<file path="src/rtl/uart_pkg.sv">
// Shared UART definitions: receiver state encoding and default frame timing.
package uart_pkg;

    // Ticks per bit period on the baudclk16 enable.
    localparam int OVERSAMPLE       = 16;
    // Default frame shape and mid-start-bit recheck point.
    localparam int DEF_DATA_BITS    = 8;
    localparam int DEF_START_SAMPLE = 7;

    typedef enum logic [2:0] {
        IDLE      = 3'd0,
        START     = 3'd1,
        DATA      = 3'd2,
        STOP      = 3'd3,
        WAIT_HIGH = 3'd4
    } rx_state_t;

endpackage

</file>
<file path="src/rtl/uart_rx_sync.sv">
// Two-flop synchronizer for an asynchronous, idle-high input pin.
module uart_rx_sync (
    input  logic clk,
    input  logic reset,
    input  logic din,
    output logic dout
);

    logic meta;

    // Resolve metastability over two stages; both flops come out of reset at the idle level.
    always_ff @(posedge clk) begin
        if (reset) begin
            meta <= 1'b1;
            dout <= 1'b1;
        end else begin
            meta <= din;
            dout <= meta;
        end
    end

endmodule

</file>
<file path="src/rtl/uart_rx_16x.sv">
// 8N1 receiver with 16x oversampling, holding register handshake,
// start glitch rejection, sticky framing-error and overrun flags.
module uart_rx_16x
    import uart_pkg::*;
#(
    parameter int DATA_BITS    = DEF_DATA_BITS,
    parameter int START_SAMPLE = DEF_START_SAMPLE
) (
    input  logic                 clk,
    input  logic                 reset,
    input  logic                 baudclk16,
    input  logic                 rx,
    output logic [DATA_BITS-1:0] data,
    output logic                 ready,
    input  logic                 read,
    output logic                 framing_error,
    output logic                 overrun,
    input  logic                 err_clr
);

    localparam int CNT_W  = $clog2(OVERSAMPLE);
    localparam int BIDX_W = $clog2(DATA_BITS + 1);

    localparam logic [CNT_W-1:0]  CNT_LAST   = CNT_W'(OVERSAMPLE - 1);
    localparam logic [CNT_W-1:0]  CNT_START  = CNT_W'(START_SAMPLE);
    localparam logic [BIDX_W-1:0] BIDX_LAST  = BIDX_W'(DATA_BITS - 1);

    logic                 rx_s;
    rx_state_t            state, state_n;
    logic [CNT_W-1:0]     cnt, cnt_n;
    logic [BIDX_W-1:0]    bitidx, bitidx_n;
    logic [DATA_BITS-1:0] shreg, shreg_n;
    logic                 load_pend, load_n;
    logic                 fe_set;

    uart_rx_sync u_sync (
        .clk   (clk),
        .reset (reset),
        .din   (rx),
        .dout  (rx_s)
    );

    // Frame state register; load_pend delays the holding-register update one edge past the stop sample.
    always_ff @(posedge clk) begin
        if (reset) begin
            state     <= IDLE;
            cnt       <= '0;
            bitidx    <= '0;
            shreg     <= '0;
            load_pend <= 1'b0;
        end else begin
            state     <= state_n;
            cnt       <= cnt_n;
            bitidx    <= bitidx_n;
            shreg     <= shreg_n;
            load_pend <= load_n;
        end
    end

    // Next-state logic: everything advances only on baudclk16 ticks.
    always_comb begin
        state_n  = state;
        cnt_n    = cnt;
        bitidx_n = bitidx;
        shreg_n  = shreg;
        load_n   = 1'b0;
        fe_set   = 1'b0;
        if (baudclk16) begin
            case (state)
                IDLE: begin
                    if (!rx_s) begin
                        state_n = START;
                        cnt_n   = '0;
                    end
                end
                START: begin
                    // Recheck near mid start bit; a high line here was only a glitch.
                    if (cnt == CNT_START) begin
                        if (!rx_s) begin
                            state_n  = DATA;
                            cnt_n    = '0;
                            bitidx_n = '0;
                        end else begin
                            state_n  = IDLE;
                        end
                    end else begin
                        cnt_n = cnt + 1'b1;
                    end
                end
                DATA: begin
                    cnt_n = cnt + 1'b1;
                    if (cnt == CNT_LAST) begin
                        // LSB arrives first, so shift in at the top and move right.
                        shreg_n  = {rx_s, shreg[DATA_BITS-1:1]};
                        bitidx_n = bitidx + 1'b1;
                        if (bitidx == BIDX_LAST) begin
                            state_n = STOP;
                            cnt_n   = '0;
                        end
                    end
                end
                STOP: begin
                    if (cnt == CNT_LAST) begin
                        if (rx_s) begin
                            load_n  = 1'b1;
                            state_n = IDLE;
                        end else begin
                            fe_set  = 1'b1;
                            state_n = WAIT_HIGH;
                        end
                    end else begin
                        cnt_n = cnt + 1'b1;
                    end
                end
                WAIT_HIGH: begin
                    // A break or stuck-low line must go idle before a new start is accepted.
                    if (rx_s) begin
                        state_n = IDLE;
                    end
                end
                default: begin
                    state_n = IDLE;
                end
            endcase
        end
    end

    // Holding register, ready handshake and sticky flags; a new error or overrun beats err_clr.
    always_ff @(posedge clk) begin
        if (reset) begin
            data          <= '0;
            ready         <= 1'b0;
            framing_error <= 1'b0;
            overrun       <= 1'b0;
        end else begin
            if (load_pend) begin
                data  <= shreg;
                ready <= 1'b1;
            end else if (read) begin
                ready <= 1'b0;
            end

            if (load_pend && ready && !read) begin
                overrun <= 1'b1;
            end else if (err_clr) begin
                overrun <= 1'b0;
            end

            if (fe_set) begin
                framing_error <= 1'b1;
            end else if (err_clr) begin
                framing_error <= 1'b0;
            end
        end
    end

endmodule

</file>
<file path="config.mk">
export PLATFORM = sky130hd
export DESIGN_NAME = uart_rx_16x
export DESIGN_NICKNAME = d
export VERILOG_FILES = /design/src/rtl/uart_pkg.sv /design/src/rtl/uart_rx_sync.sv /design/src/rtl/uart_rx_16x.sv
export SDC_FILE = /design/constraint.sdc
export NUM_CORES = 1
export LEC_CHECK = 0
export ABC_CLOCK_PERIOD_IN_PS = 3200
export CAP_MARGIN = 10
export CORE_ASPECT_RATIO = 0.7
export CORE_MARGIN = 4
export CORE_UTILIZATION = 49
export DETAILED_ROUTE_END_ITERATION = 10
export PLACE_DENSITY = 0.71
export SLEW_MARGIN = 40
export SYNTH_ARGS = -nofsm -noshare
export SYNTH_HDL_FRONTEND = slang
export SYNTH_HIERARCHICAL = 1
export SYNTH_SLANG_ARGS = --single-unit
</file>
<file path="constraint.sdc">
create_clock -name clk -period 3.2 [get_ports clk]
set_clock_uncertainty 0.15 [all_clocks]
set_input_delay 0.8 -clock clk [delete_from_list [all_inputs] [get_ports clk]]
set_output_delay 0.8 -clock clk [all_outputs]
set_load 0.05 [all_outputs]
</file>
# Word-level counts from Yosys, hierarchy flattened

Cells that the tools add are included.
Widths: inputs -> output; s select.

Add/sub/neg operators: 2
$mul: 0
Div/mod/pow operators: 0
Magnitude comparators: 0
Eq/ne operators: 15
Shift operators: 0
Muxes and demuxes: 29
Bitwise operators: 3
Reductions and logical operators: 14

Operators with widths:

| kind                | count |
|---|---|
| $mux 4              | 8 |
| $mux 3              | 7 |
| $pmux 4 s4          | 1 |
| $pmux 3 s5          | 1 |
| $ne 2x2->1 const B  | 7 |
| $mux 1              | 10 |
| $add 4x1->4 const B | 2 |
| $eq 4x3->1 const B  | 2 |
| $pmux 4 s2          | 1 |
| $reduce_bool 2->1   | 4 |
| $reduce_and 7->1    | 1 |
| $eq 3x2->1 const B  | 2 |
| $reduce_and 3->1    | 2 |
| $reduce_and 5->1    | 1 |
| $eq 4x4->1 const B  | 1 |
| $reduce_bool 4->1   | 1 |
| $reduce_or 4->1     | 1 |
| $eq 3x1->1 const B  | 1 |
| $eq 3x3->1 const B  | 1 |
| $logic_not 3->1     | 1 |
| $not 1->1           | 3 |
| $logic_and 1x1->1   | 2 |
| $mux 2              | 1 |
| $ne 2x1->1 const B  | 1 |
| $logic_not 1->1     | 1 |

Register bits: 33
Bits in latches: 0
RAM bits: 0
Bits in read-only memories: 0
Bits of input ports: 6
Output and inout port bits: 11
Logic and storage cells: 74
Memories kept: 0

# Logic depth before layout (Yosys ltp)

Word-level depth: 5
Mapped depth: 6
Depth with buffers taken out: 5

# Modules after synthesis

Netlist, hierarchy kept.

By module, submodules not included:

| module       | instances | cells each | area each (um^2) |
|---|---|---|---|
| uart_rx_16x  | 1         | 155        | 1442.6 |
| uart_rx_sync | 1         | 4          | 52.6 |

# Worst setup path after synthesis

Ideal clock, no wire load.

Path kind: reg-to-reg
Start: register cnt[0]
End: register state[1]
Data arrival time: 1470 ps
Path slack: 1463 ps
Cell stages (with the launch flop): 6
Cells stage by stage: dfxtp_1 > ha_1 > and2_1 > a221oi_2 > nor2_1 > a32o_1

Longest elaborated chain between the ends: 3
Elaborated cells between the ends (all ways): 6

Ends and longest elaborated chain:

| item                                     | line                                                     | RTL |
|---|---|---|
| start, declared                          | uart_rx_16x.sv:30                                        | `logic [CNT_W-1:0] cnt, cnt_n;` |
| start signal, assigned                   | uart_rx_16x.sv:53                                        | `cnt <= cnt_n;` |
| $eq 4x4->1 or $eq 4x3->1 (tied branches) | uart_rx_16x.sv:92, uart_rx_16x.sv:103, uart_rx_16x.sv:78 |  |
| $ne 2x2->1 (no source line)              | -                                                        |  |
| $reduce_and 7->1 (no source line) (*)    | -                                                        |  |
| end signal, assigned                     | uart_rx_16x.sv:52                                        | `state <= state_n;` |
| end, declared                            | uart_rx_16x.sv:29                                        | `rx_state_t state, state_n;` |

Every way passes the cells marked *; elsewhere a longest branch is shown, timed or not.
A chain may end at the register's enable or synchronous reset.

# Worst setup path after layout

Start: register data[3]
End: output port data[3]

RTL lines:

| item                   | line               | RTL |
|---|---|---|
| start, declared        | uart_rx_16x.sv:13  | `output logic [DATA_BITS-1:0] data,` |
| start signal, assigned | uart_rx_16x.sv:137 | `data <= shreg;` |

No word-level cell between the ends.

==> metrics.txt <==
Synth Warn #=6; setup_tns=0 ps; PortBufs=16; Slowest-stage cell, CP=clkdlybuf4s50_1; CTS tree=built; CP delay by family, top=buffers and inverters; FF-to-FF End=bitidx[3]; most common cell after layout, fill and taps aside=dfxtp_1; flop2flop setup slack=~970 ps; Register-to-Register Path Depth=4; reg2reg start=state[1]; all-layer global routing usage=0.163; Nets=182; Seq/Total Area, Yosys=0.442; row count=16; clock slew seen by the registers of the worst setup and hold paths=70 ps; worst skew pair latency=280 ps; CTS resizes=0; initial antenna violation count=0; Setup crit start kind=flop; max frequency=around 420 MHz; top cells by area, synth=dfxtp_1, mux2i_1, nor2_1; iteration-0 DRC count of the detailed router=84; top_reg_cell synth=dfxtp_1; total power=0.000798 W; RSZ-0062 raised after global routing=false; net count after synthesis=167; Ports=17; fin crit period=2370 ps; Area Overhead vs Synth=17.9%; Antenna Nets Post-Route=0; syn avg cell area=9.40 µm²; Final period util=0.742; EDFF count, synth=0; Worst slew margin=0.570; Final Max Slew Viols=0; DR pass1 iterations=4; gr ovfl total=0; CP Data Arrival Time=1420 ps; outcome=complete, no violations; CP required=2250 ps; Fin. Hold Viols=0; WP buf/inv=1; Num CTS Buffers=5; WL final=just under 3000 µm; Leak=0.593 nW; Max-cap violations=0; Netlist Area Pre-Place=1500 µm²; Filler cells=245; final instance area=roughly 1800 µm²; htree depth=2; maximum clock insertion buffer count=2; worst vdd ir=0.269 mV; post-synthesis cell count=between 150 and 200; Worst Setup Path Type=flop to output pin; vias in the first global route=between 1000 and 1500; core area=2860 µm²; DP Area=1660 µm²; full die area=4010 µm²; hold path cells=1; worst path cell trace=clkdlybuf4s50_1; Worst Min Path Start=u_sync/meta; most frequent cells in the layout=dfxtp_1, nor2_1, mux2i_1, clkdlybuf4s50_1, clkbuf_8; crit end category=output pin; hold path endpoint=u_sync/dout; Hold Buf Count CTS=0; dpl hpwl=2050 µm; ys async rst share=0; largest fanout on the critical path=2; pwr/cell area=453 nW/µm²; max incr delay on CP=800 ps; Yosys reg bits=33; chip height=approximately 54 µm; Hold/Removal Path Class=flop to flop; Vias=roughly 1200; CTS sink count=33; first-pass GRT wire length=4900 µm; actual slew at the worst max-slew pin=between 600 and 700 ps; share of cells above drive strength 1=0.0743; Via density=~5.7; area leader, netlist=dfxtp_1; # setup viols final=0; Netlist cell types=49; largest net degree at the start of global routing=19; Avg WL per Cell=roughly 14 µm; clock root cell=clkbuf_8; chip width=74.0 µm; drt drc=0; initial cell density of the core=0.522; gpl congestion=0.799; # diodes=0; post-CTS setup buffers=0; Synth top area share=0.442
-- state kept, by name, indices dropped and copies added, names as in the netlist --
register / flops
state: 3
u_sync/meta: 1
overrun: 1
cnt: 4
ready: 1
shreg: 8
load_pend: 1
framing_error: 1
bitidx: 4
data: 8
u_sync/dout: 1
-- cell type report --
type,instances,area (µm²),area share
Multi-Input combinational cell,111,762,0.432
Sequential cell,33,661,0.375
Timing Repair Buffer,18,175,0.0994
Clock buffer,7,96.3,0.0546
Tap cell,36,45.0,0.0256
Inverter,5,18.8,0.0106
Clock inverter,1,5.00,0.00284
-- power by group --
part / switching [W] / internal (W)
clock network: 0.000142 / 0.000194
logic: 0.0000209 / 0.0000184
registers: 0.00000780 / 0.000414
total: 0.000171 / 0.000627
-- synth_stat cells (2+ instances only) --
master / count
buf_4: 2
nand3_1: 2
inv_1: 5
mux2i_1: 16
clkbuf_1: 4
nand3b_1: 4
o21ai_0: 4
a31oi_1: 3
nor2_1: 24
and3_1: 2
o21ai_1: 3
o211ai_1: 2
or3_1: 3
or2_1: 2
nor2b_1: 3
nand4b_1: 2
nand2_1: 2
a21o_1: 2
xnor2_1: 3
a21oi_1: 4
o31ai_1: 3
dfxtp_1: 33
buf_1: 2
nand2b_1: 3
ha_1: 2
-- logic make-up after synthesis --
kind of cell             synth area share
multiplexers                        0.107
buffers and inverters              0.0485
flip-flops                          0.442
AO/OA/AOI/OAI                       0.173
XOR/XNOR                           0.0176
AND/OR/NAND/NOR                     0.195
adder cells (fa/ha/maj)            0.0167
-- worst max path at each step --
stage,startpoint,endpoint,slack [ps],cells after the start
2_1_floorplan,cnt[0],state[1],1460,5
3_3_place_gp,baudclk16,bitidx[3],670,4
3_5_place_dp,baudclk16,bitidx[3],600,4
4_1_cts,data[3],data[3],820,1
5_1_grt,baudclk16,bitidx[3],740,4
6_report,data[3],data[3],830,1
-- per-stage QoR --
step	hold slack, ps	setup WS, ps	utilization	instances
detailed placement	258	601	0.580	203
global placement	238	667	0.580	203
finish	270	826	0.616	211
CTS	273	817	0.616	211
global route	297	744	0.616	211
floorplan	235	1460	-	159
-- per-layer routing --
layer,track usage,wire (µm),vias up
li1,-,-,601
met1,0.225,1500,566
met2,0.235,1220,30
met3,0.0550,181,6
met4,0.0633,28,0
met5,0,0,-
(Power assumes the default switching activity.)
